$ cat src/rtl/mem_pkg.sv
// Shared definitions for the memory-stage bus sequencer: FSM states,
// load/store funct3 encodings, fault cause codes and store lane helpers.
package mem_pkg;

  typedef enum logic [1:0] {
    S_IDLE = 2'b00,  // no bus access outstanding
    S_REQ  = 2'b01,  // request raised, waiting for dmem_gnt
    S_RESP = 2'b10   // load granted, waiting for dmem_rvalid
  } state_t;

  // funct3 encodings of the RV32I loads and stores
  localparam logic [2:0] F3_B  = 3'b000;
  localparam logic [2:0] F3_H  = 3'b001;
  localparam logic [2:0] F3_W  = 3'b010;
  localparam logic [2:0] F3_BU = 3'b100;
  localparam logic [2:0] F3_HU = 3'b101;

  // ResultSrc value that selects memory data in writeback
  localparam logic [1:0] RESULT_MEM = 2'b01;

  // FaultCauseM encodings
  localparam logic [1:0] CAUSE_NONE     = 2'b00;
  localparam logic [1:0] CAUSE_MISALIGN = 2'b01;
  localparam logic [1:0] CAUSE_ILLEGAL  = 2'b10;
  localparam logic [1:0] CAUSE_TIMEOUT  = 2'b11;

  // Classify a memory access before it reaches the bus. An undefined
  // encoding has no meaningful width, so it is reported ahead of alignment.
  function automatic logic [1:0] access_fault(input logic       is_load,
                                              input logic [2:0] funct3,
                                              input logic [1:0] addr_lo);
    logic illegal;
    logic misaligned;
    if (is_load) illegal = (funct3 == 3'b011) || (funct3 == 3'b110) || (funct3 == 3'b111);
    else         illegal = (funct3 > F3_W);
    misaligned = ((funct3[1:0] == 2'b01) && addr_lo[0]) ||
                 ((funct3[1:0] == 2'b10) && (addr_lo != 2'b00));
    if (illegal)         return CAUSE_ILLEGAL;
    else if (misaligned) return CAUSE_MISALIGN;
    else                 return CAUSE_NONE;
  endfunction

  // Byte enables of a store; size_sel is funct3[1:0] (byte/half/word).
  function automatic logic [3:0] store_be(input logic [1:0] size_sel,
                                          input logic [1:0] addr_lo);
    case (size_sel)
      2'b00:   return 4'b0001 << addr_lo;
      2'b01:   return 4'b0011 << {addr_lo[1], 1'b0};
      default: return 4'b1111;
    endcase
  endfunction

  // Store data replicated across every lane so the enables alone pick the bytes.
  function automatic logic [31:0] store_wdata(input logic [1:0]  size_sel,
                                              input logic [31:0] data);
    case (size_sel)
      2'b00:   return {4{data[7:0]}};
      2'b01:   return {2{data[15:0]}};
      default: return data;
    endcase
  endfunction

endpackage

$ cat src/rtl/load_extend.sv
// Selects the addressed lane of a returned bus word and sign- or
// zero-extends it to 32 bits according to the load funct3.
module load_extend
  import mem_pkg::*;
(
  input  logic [31:0] rdata,
  input  logic [1:0]  addr_lo,
  input  logic [2:0]  funct3,
  output logic [31:0] result
);

  logic [7:0]  byte_lane;
  logic [15:0] half_lane;

  // Lane select followed by width/sign extension.
  always_comb begin
    // NOTE: every output of a combinational block gets a value on every path
    // (defaults first); a missed branch would otherwise infer a latch.
    byte_lane = rdata[7:0];
    half_lane = addr_lo[1] ? rdata[31:16] : rdata[15:0];
    result    = rdata;
    case (addr_lo)
      2'd1:    byte_lane = rdata[15:8];
      2'd2:    byte_lane = rdata[23:16];
      2'd3:    byte_lane = rdata[31:24];
      default: byte_lane = rdata[7:0];
    endcase
    case (funct3)
      F3_B:    result = {{24{byte_lane[7]}}, byte_lane};
      F3_H:    result = {{16{half_lane[15]}}, half_lane};
      F3_BU:   result = {24'h0, byte_lane};
      F3_HU:   result = {16'h0, half_lane};
      default: result = rdata;
    endcase
  end

endmodule

$ cat src/rtl/memory_cycle.sv
// Memory stage of a 5-stage RV32I pipeline: sequences loads and stores over
// a req/gnt/rvalid data bus, stalls upstream while an access is in flight,
// reports alignment/encoding/timeout faults and holds the MEM/WB register.
module memory_cycle
  import mem_pkg::*;
#(
  parameter int TIMEOUT = 16
) (
  input  logic        clk,
  input  logic        rst,
  // EX/MEM values, held stable upstream while StallM is high
  input  logic        RegWriteM,
  input  logic [1:0]  ResultSrcM,
  input  logic        MemWriteM,
  input  logic [2:0]  funct3M,
  input  logic [4:0]  RdM,
  input  logic [31:0] ALUResultM,
  input  logic [31:0] WriteDataM,
  input  logic [31:0] PCPlus4M,
  // MEM/WB register
  output logic        RegWriteW,
  output logic [1:0]  ResultSrcW,
  output logic [4:0]  RdW,
  output logic [31:0] ALUResultW,
  output logic [31:0] ReadDataW,
  output logic [31:0] PCPlus4W,
  // data bus
  output logic        dmem_req,
  output logic        dmem_we,
  output logic [31:0] dmem_addr,
  output logic [3:0]  dmem_be,
  output logic [31:0] dmem_wdata,
  input  logic        dmem_gnt,
  input  logic        dmem_rvalid,
  input  logic [31:0] dmem_rdata,
  // pipeline control
  output logic        StallM,
  output logic        FaultM,
  output logic [1:0]  FaultCauseM
);

  localparam int            CW       = $clog2(TIMEOUT + 1);
  localparam logic [CW-1:0] CNT_LAST = CW'(TIMEOUT - 1);

  state_t        state, state_nxt;
  logic [CW-1:0] wait_cnt;
  logic          is_store, is_load, mem_op, legal_op;
  logic [1:0]    check_cause;
  logic          req, stall, fault, load_done;
  logic [1:0]    cause;
  logic [31:0]   load_data;

  // Access classification; a store wins if both flags are raised.
  assign is_store    = MemWriteM;
  assign is_load     = (ResultSrcM == RESULT_MEM) && !MemWriteM;
  assign mem_op      = is_store || is_load;
  assign check_cause = access_fault(is_load, funct3M, ALUResultM[1:0]);
  assign legal_op    = mem_op && (check_cause == CAUSE_NONE);

  // Bus fields come straight from the held EX/MEM values, so they stay
  // stable for the whole access. Loads read the full word.
  assign dmem_we    = MemWriteM;
  assign dmem_addr  = {ALUResultM[31:2], 2'b00};
  assign dmem_be    = is_store ? store_be(funct3M[1:0], ALUResultM[1:0]) : 4'b1111;
  assign dmem_wdata = is_store ? store_wdata(funct3M[1:0], WriteDataM) : 32'h0;

  load_extend u_load_extend (
    .rdata   (dmem_rdata),
    .addr_lo (ALUResultM[1:0]),
    .funct3  (funct3M),
    .result  (load_data)
  );

  // Next-state, bus request, stall and fault decode.
  always_comb begin
    state_nxt = state;
    req       = 1'b0;
    stall     = 1'b0;
    fault     = 1'b0;
    cause     = CAUSE_NONE;
    load_done = 1'b0;
    case (state)
      S_IDLE: begin
        if (mem_op && !legal_op) begin
          fault = 1'b1;
          cause = check_cause;
        end else if (legal_op) begin
          req = 1'b1;
          if (!dmem_gnt) begin
            state_nxt = S_REQ;
            stall     = 1'b1;
          end else if (is_load) begin
            state_nxt = S_RESP;
            stall     = 1'b1;
          end
        end
      end
      S_REQ: begin
        req = 1'b1;
        if (dmem_gnt && is_store) begin
          state_nxt = S_IDLE;
        end else if (wait_cnt == CNT_LAST) begin
          // a load granted in its last allowed cycle still cannot finish
          state_nxt = S_IDLE;
          fault     = 1'b1;
          cause     = CAUSE_TIMEOUT;
        end else begin
          stall = 1'b1;
          if (dmem_gnt) state_nxt = S_RESP;
        end
      end
      S_RESP: begin
        if (dmem_rvalid) begin
          state_nxt = S_IDLE;
          load_done = 1'b1;
        end else if (wait_cnt == CNT_LAST) begin
          state_nxt = S_IDLE;
          fault     = 1'b1;
          cause     = CAUSE_TIMEOUT;
        end else begin
          stall = 1'b1;
        end
      end
      default: state_nxt = S_IDLE;
    endcase
  end

  // Held in reset, the combinational controls are forced quiet.
  assign dmem_req    = req & rst;
  assign StallM      = stall & rst;
  assign FaultM      = fault & rst;
  assign FaultCauseM = rst ? cause : CAUSE_NONE;

  // FSM state and wait counter; the counter reads k-1 in the k-th REQ/RESP cycle.
  always_ff @(posedge clk or negedge rst) begin
    if (!rst) begin
      state    <= S_IDLE;
      wait_cnt <= '0;
    end else begin
      // NOTE: clocked state uses non-blocking assignments so every register
      // samples pre-edge values regardless of statement order.
      state <= state_nxt;
      if (state == S_IDLE || state_nxt == S_IDLE) wait_cnt <= '0;
      else                                        wait_cnt <= wait_cnt + CW'(1);
    end
  end

  // MEM/WB register: bubble while stalled or faulted, otherwise advance.
  always_ff @(posedge clk or negedge rst) begin
    if (!rst) begin
      RegWriteW  <= 1'b0;
      ResultSrcW <= 2'b00;
      RdW        <= 5'd0;
      ALUResultW <= 32'h0;
      ReadDataW  <= 32'h0;
      PCPlus4W   <= 32'h0;
    end else if (stall || fault) begin
      RegWriteW  <= 1'b0;
      ResultSrcW <= 2'b00;
    end else begin
      RegWriteW  <= RegWriteM;
      ResultSrcW <= ResultSrcM;
      RdW        <= RdM;
      ALUResultW <= ALUResultM;
      PCPlus4W   <= PCPlus4M;
      if (load_done) ReadDataW <= load_data;
    end
  end

endmodule

$ cat config.mk
export PLATFORM = sky130hd
export DESIGN_NAME = memory_cycle
export DESIGN_NICKNAME = d
export VERILOG_FILES = /design/src/rtl/mem_pkg.sv /design/src/rtl/load_extend.sv /design/src/rtl/memory_cycle.sv
export SDC_FILE = /design/constraint.sdc
export NUM_CORES = 1
export LEC_CHECK = 0
export ABC_AREA = 1
export BUFFER_PORTS_ARGS = -buffer_cell sky130_fd_sc_hd__buf_2
export CORE_ASPECT_RATIO = 0.7
export CORE_MARGIN = 4
export CORE_UTILIZATION = 42
export CTS_CLUSTER_SIZE = 24
export DETAILED_ROUTE_END_ITERATION = 16
export HOLD_SLACK_MARGIN = 0.15
export PLACE_DENSITY = 0.77
export SYNTH_ARGS = -nofsm -noshare
export SYNTH_HDL_FRONTEND = slang
export SYNTH_SLANG_ARGS = --single-unit
$ cat constraint.sdc
create_clock -name clk -period 1.65 [get_ports clk]
set_clock_uncertainty 0.1 [all_clocks]
set_input_delay 0.165 -clock clk [delete_from_list [all_inputs] [get_ports clk]]
set_output_delay 0.165 -clock clk [all_outputs]
set_load 0.1 [all_outputs]
======== Yosys cells after proc, flatten, opt, wreduce, memory -nomap -nowiden ========
Cells that the tools add are included.
word-level totals
  bits in registers ....................... 111
  bits in latches ......................... 0
  bits in writable memories ............... 0
  memory bits (read-only) ................. 0
  output and inout port bits .............. 178
  logic and storage cells ................. 99
  memories kept ........................... 0
  input port bits ......................... 144
cells by class
  multipliers ............................. 0
  reduce and logical (&&, ||, !) cells .... 21
  bitwise gates (word level) .............. 4
  equal/unequal tests ..................... 15
  shift-type cells ........................ 2
  add/sub/neg operators ................... 1
  mux-type cells .......................... 47
  order comparisons ....................... 1
  div/mod/pow operators ................... 0
operator list
  kind                                                                count
  32-bit case mux with 4 select lines                                 1
  32-bit case mux with 2 select lines                                 1
  2-bit 2-to-1 mux                                                    16
  32-bit 2-to-1 mux                                                   1
  8-bit case mux with 3 select lines                                  1
  1-bit 2-to-1 mux                                                    18
  16-bit 2-to-1 mux                                                   1
  3-bit == test (second input constant)                               4
  2-bit case mux with 3 select lines                                  2
  2-bit by 1-bit == test with 1-bit output (second input constant)    4
  2-bit == test (second input constant)                               4
  2-bit zero test                                                     4
  4-bit case mux with 2 select lines                                  1
  1-bit logical AND                                                   6
  1-bit logical OR                                                    6
  1-bit case mux with 3 select lines                                  2
  5-bit by 1-bit adder with 5-bit output (second input constant)      1
  5-bit by 4-bit == test with 1-bit output (second input constant)    1
  5-bit 2-to-1 mux                                                    1
  4-bit 2-to-1 mux                                                    1
  1-bit by 2-bit left shift with 4-bit output (first input constant)  1
  2-bit by 2-bit left shift with 4-bit output (first input constant)  1
  1-bit AND                                                           3
  3-bit by 1-bit == test with 1-bit output (second input constant)    1
  other kinds (8)                                                     9

======== Longest topological paths before layout ========
Gate-level depths: netlist (run 1).
  depth in word-level cells ............... 14
  mapped depth ............................ 12
  gate-level depth less buffers ........... 10

======== By module ========
A second synthesis (run 1) with hierarchy kept.
second synthesis, totals
  cells, all modules ...................... 791
  area, all modules ....................... 6367.4 um^2
by module, submodules not included
  module        times used  area each (um^2)  sequential area each (um^2)  cells an instance
  memory_cycle  1           5605.4            2777.7                       645
  load_extend   1           762.0             0.0                          146

======== Worst setup path before layout (run 1) ========
No wires, ideal clock.
  path kind ............................... input to output
  start point ............................. in funct3M[1]
  end point ............................... out dmem_wdata[15]
  stages .................................. 6
  arrival time ............................ 2938 ps
  buffers on the path ..................... 2
  required time ........................... 1385 ps
  path slack .............................. -1553 ps
  cell sequence ........................... buf_4 inv_2 nand2_4 clkbuf_1 o22ai_1 nor3_1
on the way
  cells in the longest elaborated chain, start to end .. 3
  elaborated cells on any way between the ends .. 4
  those cells by class .................... 1 x eq/ne; 2 x mux; 1 x reduce/logical
RTL lines
  element                                                                             RTL line            text
  start, declared                                                                     memory_cycle.sv:15  input logic [2:0] funct3M,
  2-bit by 1-bit == test with 1-bit output / 2-bit zero test (equally long branches)  mem_pkg.sv:56       case (size_sel)
  32-bit case mux with 2 select lines *                                               mem_pkg.sv:56
  32-bit 2-to-1 mux *                                                                 memory_cycle.sv:65  assign dmem_wdata = is_store ? store_wdata(funct3M[1:0], WriteDataM) : 32'h0;
  end, declared                                                                       memory_cycle.sv:32  output logic [31:0] dmem_wdata,
Mark *: on every way between the ends. The rest lies on a longest branch, timed or not.

======== Final worst setup path (run 1) ========
  start point ............................. reg wait_cnt[1]
  end point ............................... out StallM
on the way
  cells in the longest elaborated chain, start to end .. 5
  elaborated cells on any way between the ends .. 6
  those cells by class .................... 1 x eq/ne; 4 x mux; 1 x bitwise
RTL lines
  element                                     RTL line                                  text
  start, declared                             memory_cycle.sv:46                        logic [CW-1:0] wait_cnt;
  start signal, assigned                      memory_cycle.sv:144                       else wait_cnt <= wait_cnt + CW'(1);
  5-bit by 4-bit == test with 1-bit output *  memory_cycle.sv:102, memory_cycle.sv:116
  1-bit 2-to-1 mux *                          memory_cycle.sv:102, memory_cycle.sv:116
  1-bit 2-to-1 mux (on tied branches)         memory_cycle.sv:113, memory_cycle.sv:100
  1-bit case mux with 3 select lines *        memory_cycle.sv:82                        case (state)
  1-bit AND *                                 memory_cycle.sv:130                       assign StallM = stall & rst;
  end, declared                               memory_cycle.sv:37                        output logic StallM,
Marked as above.

==> impl_metrics.csv, run 1 <==
group,metric,value,unit
routing,avgViaCountPerCell,5.61,
final_layout,fin_nets,1417,
clock_network,clk_latency,0.35,ns
final_layout,multi_input_area,3370,sq um
hold_path,min_from,"ALUResultM[0]",
yosys,ys_ff_latch,111,
global_routing,grt_first_pass_wirelength,45.0,mm
yosys,synthTopCellsByCount,"168 x nand2_1, 111 x dfrtp_1, 96 x inv_1",
clock_network,cts_buffers,9,
floorplanning,start_util,43.5,%
hold_path,hold_class,"in2reg",
yosys,yosys-top-cells-area,"dfrtp_1 43%, nand2_1 9.7%, nand4_1 8.2%",
worst_setup_path,worstSetupPathType,"reg2out",
sta,fin_crit_sh,133,%
power,power.leakage,6.07,nW
outcome,violations,"setup timing",
routing,drt_iter0_markers,985,
clock_network,root_buffer,"clkbuf_16",
floorplanning,fp.dieW,157,microns
global_routing,grt_pass1_vias,8007,
worst_setup_path,startpoint_type,"register",
worst_setup_path,crit_required,1.38,ns
floorplanning,fp.dieH,112,microns
clock_network,clk_path_buf_depth,2,
sta,finalWorstSetupSlack,-0.550,ns
clock_network,cts.htree.levels,3,
sta,setup_viol,84,
clock_network,tritoncts,"yes",
yosys,synthFlopType,"dfrtp_1",
final_layout,fin_area,11700,sq um
power,vdd_drop_max,1.84,mV
floorplanning,core-area,15000,sq um
yosys,synth_seq_area_share,42.7,%
final_layout,final_layout_size_suffix_gt1_share,41.8,%
worst_setup_path,reg2reg_from,"wait_cnt[0]",
worst_setup_path,critPathCaptureType,"primary output",
floorplanning,floorplan.rows,37,
yosys,synth_top_cell_by_area,"dfrtp_1",
yosys,async_flop_share,100,%
outcome,status,"finished, violations left",
clock_network,clock_sinks,111,
final_layout,antennaDiodeCount,0,
sta,tightest_slew,0.657,ns
sta,fin_setup_tns,-34.09,ns
sta,relSlewSlack,56.2,%
yosys,yosysUniqueCellTypes,34,
final_layout,syn_to_final_growth,79.3,%
global_routing,antenna_found_initial,0,
routing,wl_per_cell,21.5,microns
floorplanning,die-area,17600,sq um
routing,vias,8242,
worst_setup_path,startpoint,"wait_cnt[1]",
placed_design,place_area,9420,sq um
yosys,avgSynthCellArea,7.85,sq um
final_layout,fill_cells,896,
power,p_per_area,1600,nW/um^2
placed_design,place_congestion,0.970,
placed_design,io_buffers,319,
worst_setup_path,crit_fanout,4,
flow_run,maxCapViolCount,0,
routing,totalWireLength,31.6,mm
yosys,yosysWarnings,0,
global_routing,grt_overflow,0,
sta,finalHoldViolations,0,
yosys,synth_most_common_cell,"nand2_1",
global_routing,grt_max_degree,112,
yosys,synth_edf_count,0,
sta,rsz0062_at_grt,"true",
final_layout,regArea,2780,sq um
routing,drcViolationCount,0,
sta,min_period,2.20,ns
clock_network,clk_pin_slew_worst_paths,0.08,ns
placed_design,dp_hpwl,17.5,mm
routing,dr.pass1.iters,6,
sta,clock.fmax,0.455,GHz
floorplanning,io_pins,322,
worst_setup_path,critical_path_arrival,1.93,ns
routing,ant_nets,0,
yosys,synth_top_area_share,42.7,%
yosys,synthesis.area,6510,sq um
global_routing,grtUsageTotal,32.5,%
yosys,synthCells,829,
sta,maxSlewViolCount,0,
-- flip-flops by register name (all words and copies together), names as in the netlist --
name	count
state	2
ResultSrcW	2
ReadDataW	32
RegWriteW	1
wait_cnt	5
RdW	5
PCPlus4W	32
ALUResultW	32
-- placed cells by master, fill, tap and decap left out, drive strengths merged --
| cell type | instances |
|---|---|
| xor2 | 1 |
| nor3 | 5 |
| o22ai | 11 |
| dfrtp | 111 |
| clkinvlp | 1 |
| o211ai | 9 |
| dlygate4sd3 | 99 |
| nand2 | 175 |
| nand3b | 3 |
| clkinv | 4 |
| inv | 105 |
| conb | 2 |
| nor3b | 1 |
| ha | 2 |
| a21oi | 12 |
| nor2 | 66 |
| nand3 | 27 |
| nand4 | 86 |
| bufinv | 1 |
| o21ai | 35 |
| buf | 419 |
| clkbuf | 14 |
| o21bai | 71 |
| o21a | 15 |
-- final timing paths --
kind	endpoint	slack [ns]	depth (start not counted)
setup / recovery	StallM	-0.55	10
hold / removal	ALUResultW[0]	0.20	4
setup reg to reg	ALUResultW[29]	-0.53	13
hold reg to reg	ReadDataW[5]	0.39	2
max in group asynchronous	ReadDataW[24]	0.55	3
min in group asynchronous	PCPlus4W[0]	0.36	3
-- layout make-up --
type | count | area share (%)
multi-input combinational | 521 | 28.8
timing repair buffer | 523 | 39.1
tap | 195 | 2.09
sequential | 111 | 23.8
clock inverter | 6 | 0.676
inverter | 105 | 3.54
clock buffer | 9 | 1.93
-- critical path, stage by stage, from the launching register on --
cell and delay, ns:
dfrtp_1 0.39, ha_2 0.20, nand2_2 0.06, nor2_2 0.04, ha_2 0.17, inv_4 0.06, buf_6 0.10, o21ai_4 0.08
buf_12 0.13, a21oi_4 0.14, buf_12 0.19
-- stage by stage --
stage	util (%)	power, mW	cells	setup slack (ns)	hold WS [ns]
floorplan	-	13.0	830	-0.318	-0.231
global route	78.0	19.3	1470	-0.601	0.212
finish	78.0	18.7	1470	-0.550	0.201
detailed placement	63.0	15.2	1318	-0.195	0.212
CTS	75.7	18.2	1458	-0.522	0.177
global placement	63.0	15.1	1318	-0.151	0.203
-- logic make-up (layout without fill, tap and decap cells) --
group | after synthesis | in the layout | synth area share, %
AND/OR/NAND/NOR | 362 | 363 | 26.3
buffers and inverters | 199 | 643 | 14.4
AO/OA/AOI/OAI | 153 | 153 | 16.1
flip-flops | 111 | 111 | 42.7
adder cells (fa/ha/maj) | 2 | 2 | 0.385
other | 1 | 2 | 0.0576
XOR/XNOR | 1 | 1 | 0.135
-- where the power goes --
part	total, mW	switching (mW)	leakage (nW)	internal, mW
Combinational	12.3	9.64	4.55	2.64
Clock	2.34	1.13	0.149	1.20
Sequential	4.11	0.533	1.37	3.57
Total	18.7	11.3	6.07	7.42
-- timing repair --
item	4_1_cts	5_1_grt
endpoints found under the hold margin	209	0
gates cloned	12	5
setup buffers	15	13
hold buffers	99	0
pin swaps	19	33
endpoints found under the setup margin	79	93
gates resized for setup	34	37
-- per-layer routing --
layer | routed length, microns | share of wire, % | track usage [%]
met4 | 1280 | 4.0 | 12.2
met5 | 0 | 0 | 0
met1 | 11800 | 37 | 42.5
met2 | 15000 | 47 | 51.9
met3 | 3550 | 11 | 8.63
(Power assumes the default switching activity.)
==> inputs of run 2 (changes only) <==
Settings changed: CORE_UTILIZATION 42 to 47, PLACE_DENSITY 0.77 to 0.82, TNS_END_PERCENT set to 1.
Clock period 1.65 ns to 2.3 ns, I/O delays scaled along.
==> impl_metrics.csv, run 2 (synthesis results as in run 1) <==
group,metric,value,unit
outcome,status,"completed",
worst_setup_path,crit_fanout,5,
clock_network,clk_pin_slew_worst_paths,0.08,ns
floorplanning,start_util,48.7,%
worst_setup_path,crit_family,"flip-flops",
global_routing,grtUsageTotal,29.6,%
final_layout,antennaDiodeCount,0,
worst_setup_path,critPathCaptureType,"primary output",
floorplanning,die-area,15800,sq um
worst_setup_path,critPathBufInv,2,
sta,setup_viol,0,
worst_setup_path,critical_path_arrival,1.93,ns
worst_setup_path,cpMaxStageDelayCell,"dfrtp_1",
power,p_per_area,1300,nW/um^2
sta,fin_crit_sh,98.1,%
final_layout,final_layout_size_suffix_gt1_share,33.5,%
final_layout,fill_cells,999,
clock_network,cts.htree.levels,3,
worst_setup_path,startpoint_type,"register",
routing,totalWireLength,24.3,mm
floorplanning,fp.dieW,149,microns
final_layout,syn_to_final_growth,46.1,%
sta,rsz0062_at_grt,"true",
placed_design,pre_cts_ws,0.155,ns
worst_setup_path,crit_top_cell,"ha_1",
sta,finalHoldViolations,0,
sta,tightest_slew,0.612,ns
floorplanning,core-area,13400,sq um
global_routing,grt_overflow,0,
sta,relSlewSlack,59.2,%
floorplanning,fp.dieH,106,microns
global_routing,antenna_found_initial,1,
clock_network,clock_sinks,111,
routing,drt_iter0_markers,665,
placed_design,place_area,8310,sq um
routing,dr.pass1.iters,6,
power,power,12.4,mW
clock_network,cts_buffers,9,
worst_setup_path,timing.reg2reg.setup_slack,0.09,ns
hold_path,hold_depth,4,
worst_setup_path,r2r_end,"PCPlus4W[16]",
worst_setup_path,worstSetupPathType,"reg2out",
sta,min_period,2.26,ns
global_routing,grt_pass1_vias,7159,
global_routing,grt_max_degree,112,
final_layout,fin_area,9510,sq um
power,power.leakage,5.27,nW
final_layout,reg_top3,"ALUResultW x32, PCPlus4W x32, ReadDataW x32",
routing,vias,7376,
final_layout,layout_commonest_cell,"buf_2",
clock_network,tritoncts,"yes",
hold_path,min_from,"dmem_rdata[26]",
sta,clock.fmax,0.443,GHz
worst_setup_path,max_stage_delay,0.40,ns
worst_setup_path,crit_required,1.97,ns
hold_path,hold_class,"in2reg",
routing,ant_nets,0,
clock_network,clk_latency,0.35,ns
worst_setup_path,reg2reg_from,"wait_cnt[0]",
hold_path,min_to,"ReadDataW[26]",
routing,avgViaCountPerCell,5.38,
routing,wl_per_cell,17.8,microns
floorplanning,floorplan.rows,35,
clock_network,clk_path_buf_depth,2,
final_layout,fin_nets,1326,
floorplanning,io_pins,322,
placed_design,dp_hpwl,15.9,mm
clock_network,root_buffer,"clkbuf_16",
power,vdd_drop_max,1.84,mV
worst_setup_path,startpoint,"wait_cnt[0]",
placed_design,io_buffers,319,
flow_run,maxCapViolCount,0,
worst_setup_path,worstRegToRegCells,10,
routing,drcViolationCount,0,
worst_setup_path,worstPathCellList,"ha_1, nand2_1, nor2_1, ha_1, inv_2, nor2_4, a21oi_4, nor2_2, buf_12",
sta,maxSlewViolCount,0,
global_routing,grt_first_pass_wirelength,37.7,mm
sta,finalWorstSetupSlack,0.0432,ns
placed_design,place_congestion,0.908,
final_layout,mostFrequentLayoutCells,"304 x buf_2, 168 x nand2_1, 111 x dfrtp_1, 95 x inv_1",
run 2: cell types whose count changed in the layout (fill, tap and decap cells not counted), moves of 8 or more:
cell,previous run,this run
o21bai_4,12,0
buf_16,9,0
buf_2,274,304
o21bai_1,58,70
buf_12,60,19
o21ai_0,25,33
dlygate4sd3_1,99,85
buf_4,63,25
nor2_1,32,58
nand2_1,160,168
nor2_4,26,2
run 2: timing repair:
action                                  4_1_cts  5_1_grt
resized for setup                             4        3
pin swaps                                     1        0
hold buffers                                 85        0
endpoints found under the setup margin        4        5
buffers inserted                              0        2
hold endpoints to repair                    195        0
gates cloned                                  0        0
run 2: layout make-up:
type                       count  area (sq um)  area share, %
timing repair buffer         433          2940           30.9
multi-input combinational    520          2860           30.1
sequential                   111          2780           29.2
inverter                     105           394           4.15
tap                          185           231           2.44
clock buffer                   9           225           2.37
clock inverter                 7          77.6          0.816
run 2: through the flow:
stage                     setup TNS [ns]  util, %  std cells  hold WS (ns)
after floorplan                    -7.94        -        830        -0.166
after global placement                 0     62.2       1267         0.286
after detailed placement               0     62.2       1267         0.284
after CTS                              0     70.9       1368         0.151
after global routing              -0.143     71.2       1370         0.165
final                                  0     71.2       1370         0.157
run 2: layer usage:
layer	track usage (%)	wire, microns
met3	8.48	2580
met4	9.23	626
met5	0	19
met1	39.7	9900
met2	46.5	11200
run 2: tightest hold or removal path, cell delays in order:
cell     delay [ns]
buf_2          0.11
nand2_1        0.05
nand4_1        0.08
o21a_1         0.11
run 2: power breakdown:
part	internal [mW]	switching, mW
sequential	2.56	0.361
clock	0.774	0.815
combinational	1.34	6.52
total	4.67	7.69
run 2: how the worst max path moves through the flow:
stage,depth (start not counted),endpoint
2_1_floorplan,6,dmem_wdata[17]
3_3_place_gp,10,ResultSrcW[0]
3_5_place_dp,10,PCPlus4W[4]
4_1_cts,9,FaultM
5_1_grt,9,FaultCauseM[1]
6_report,9,FaultM
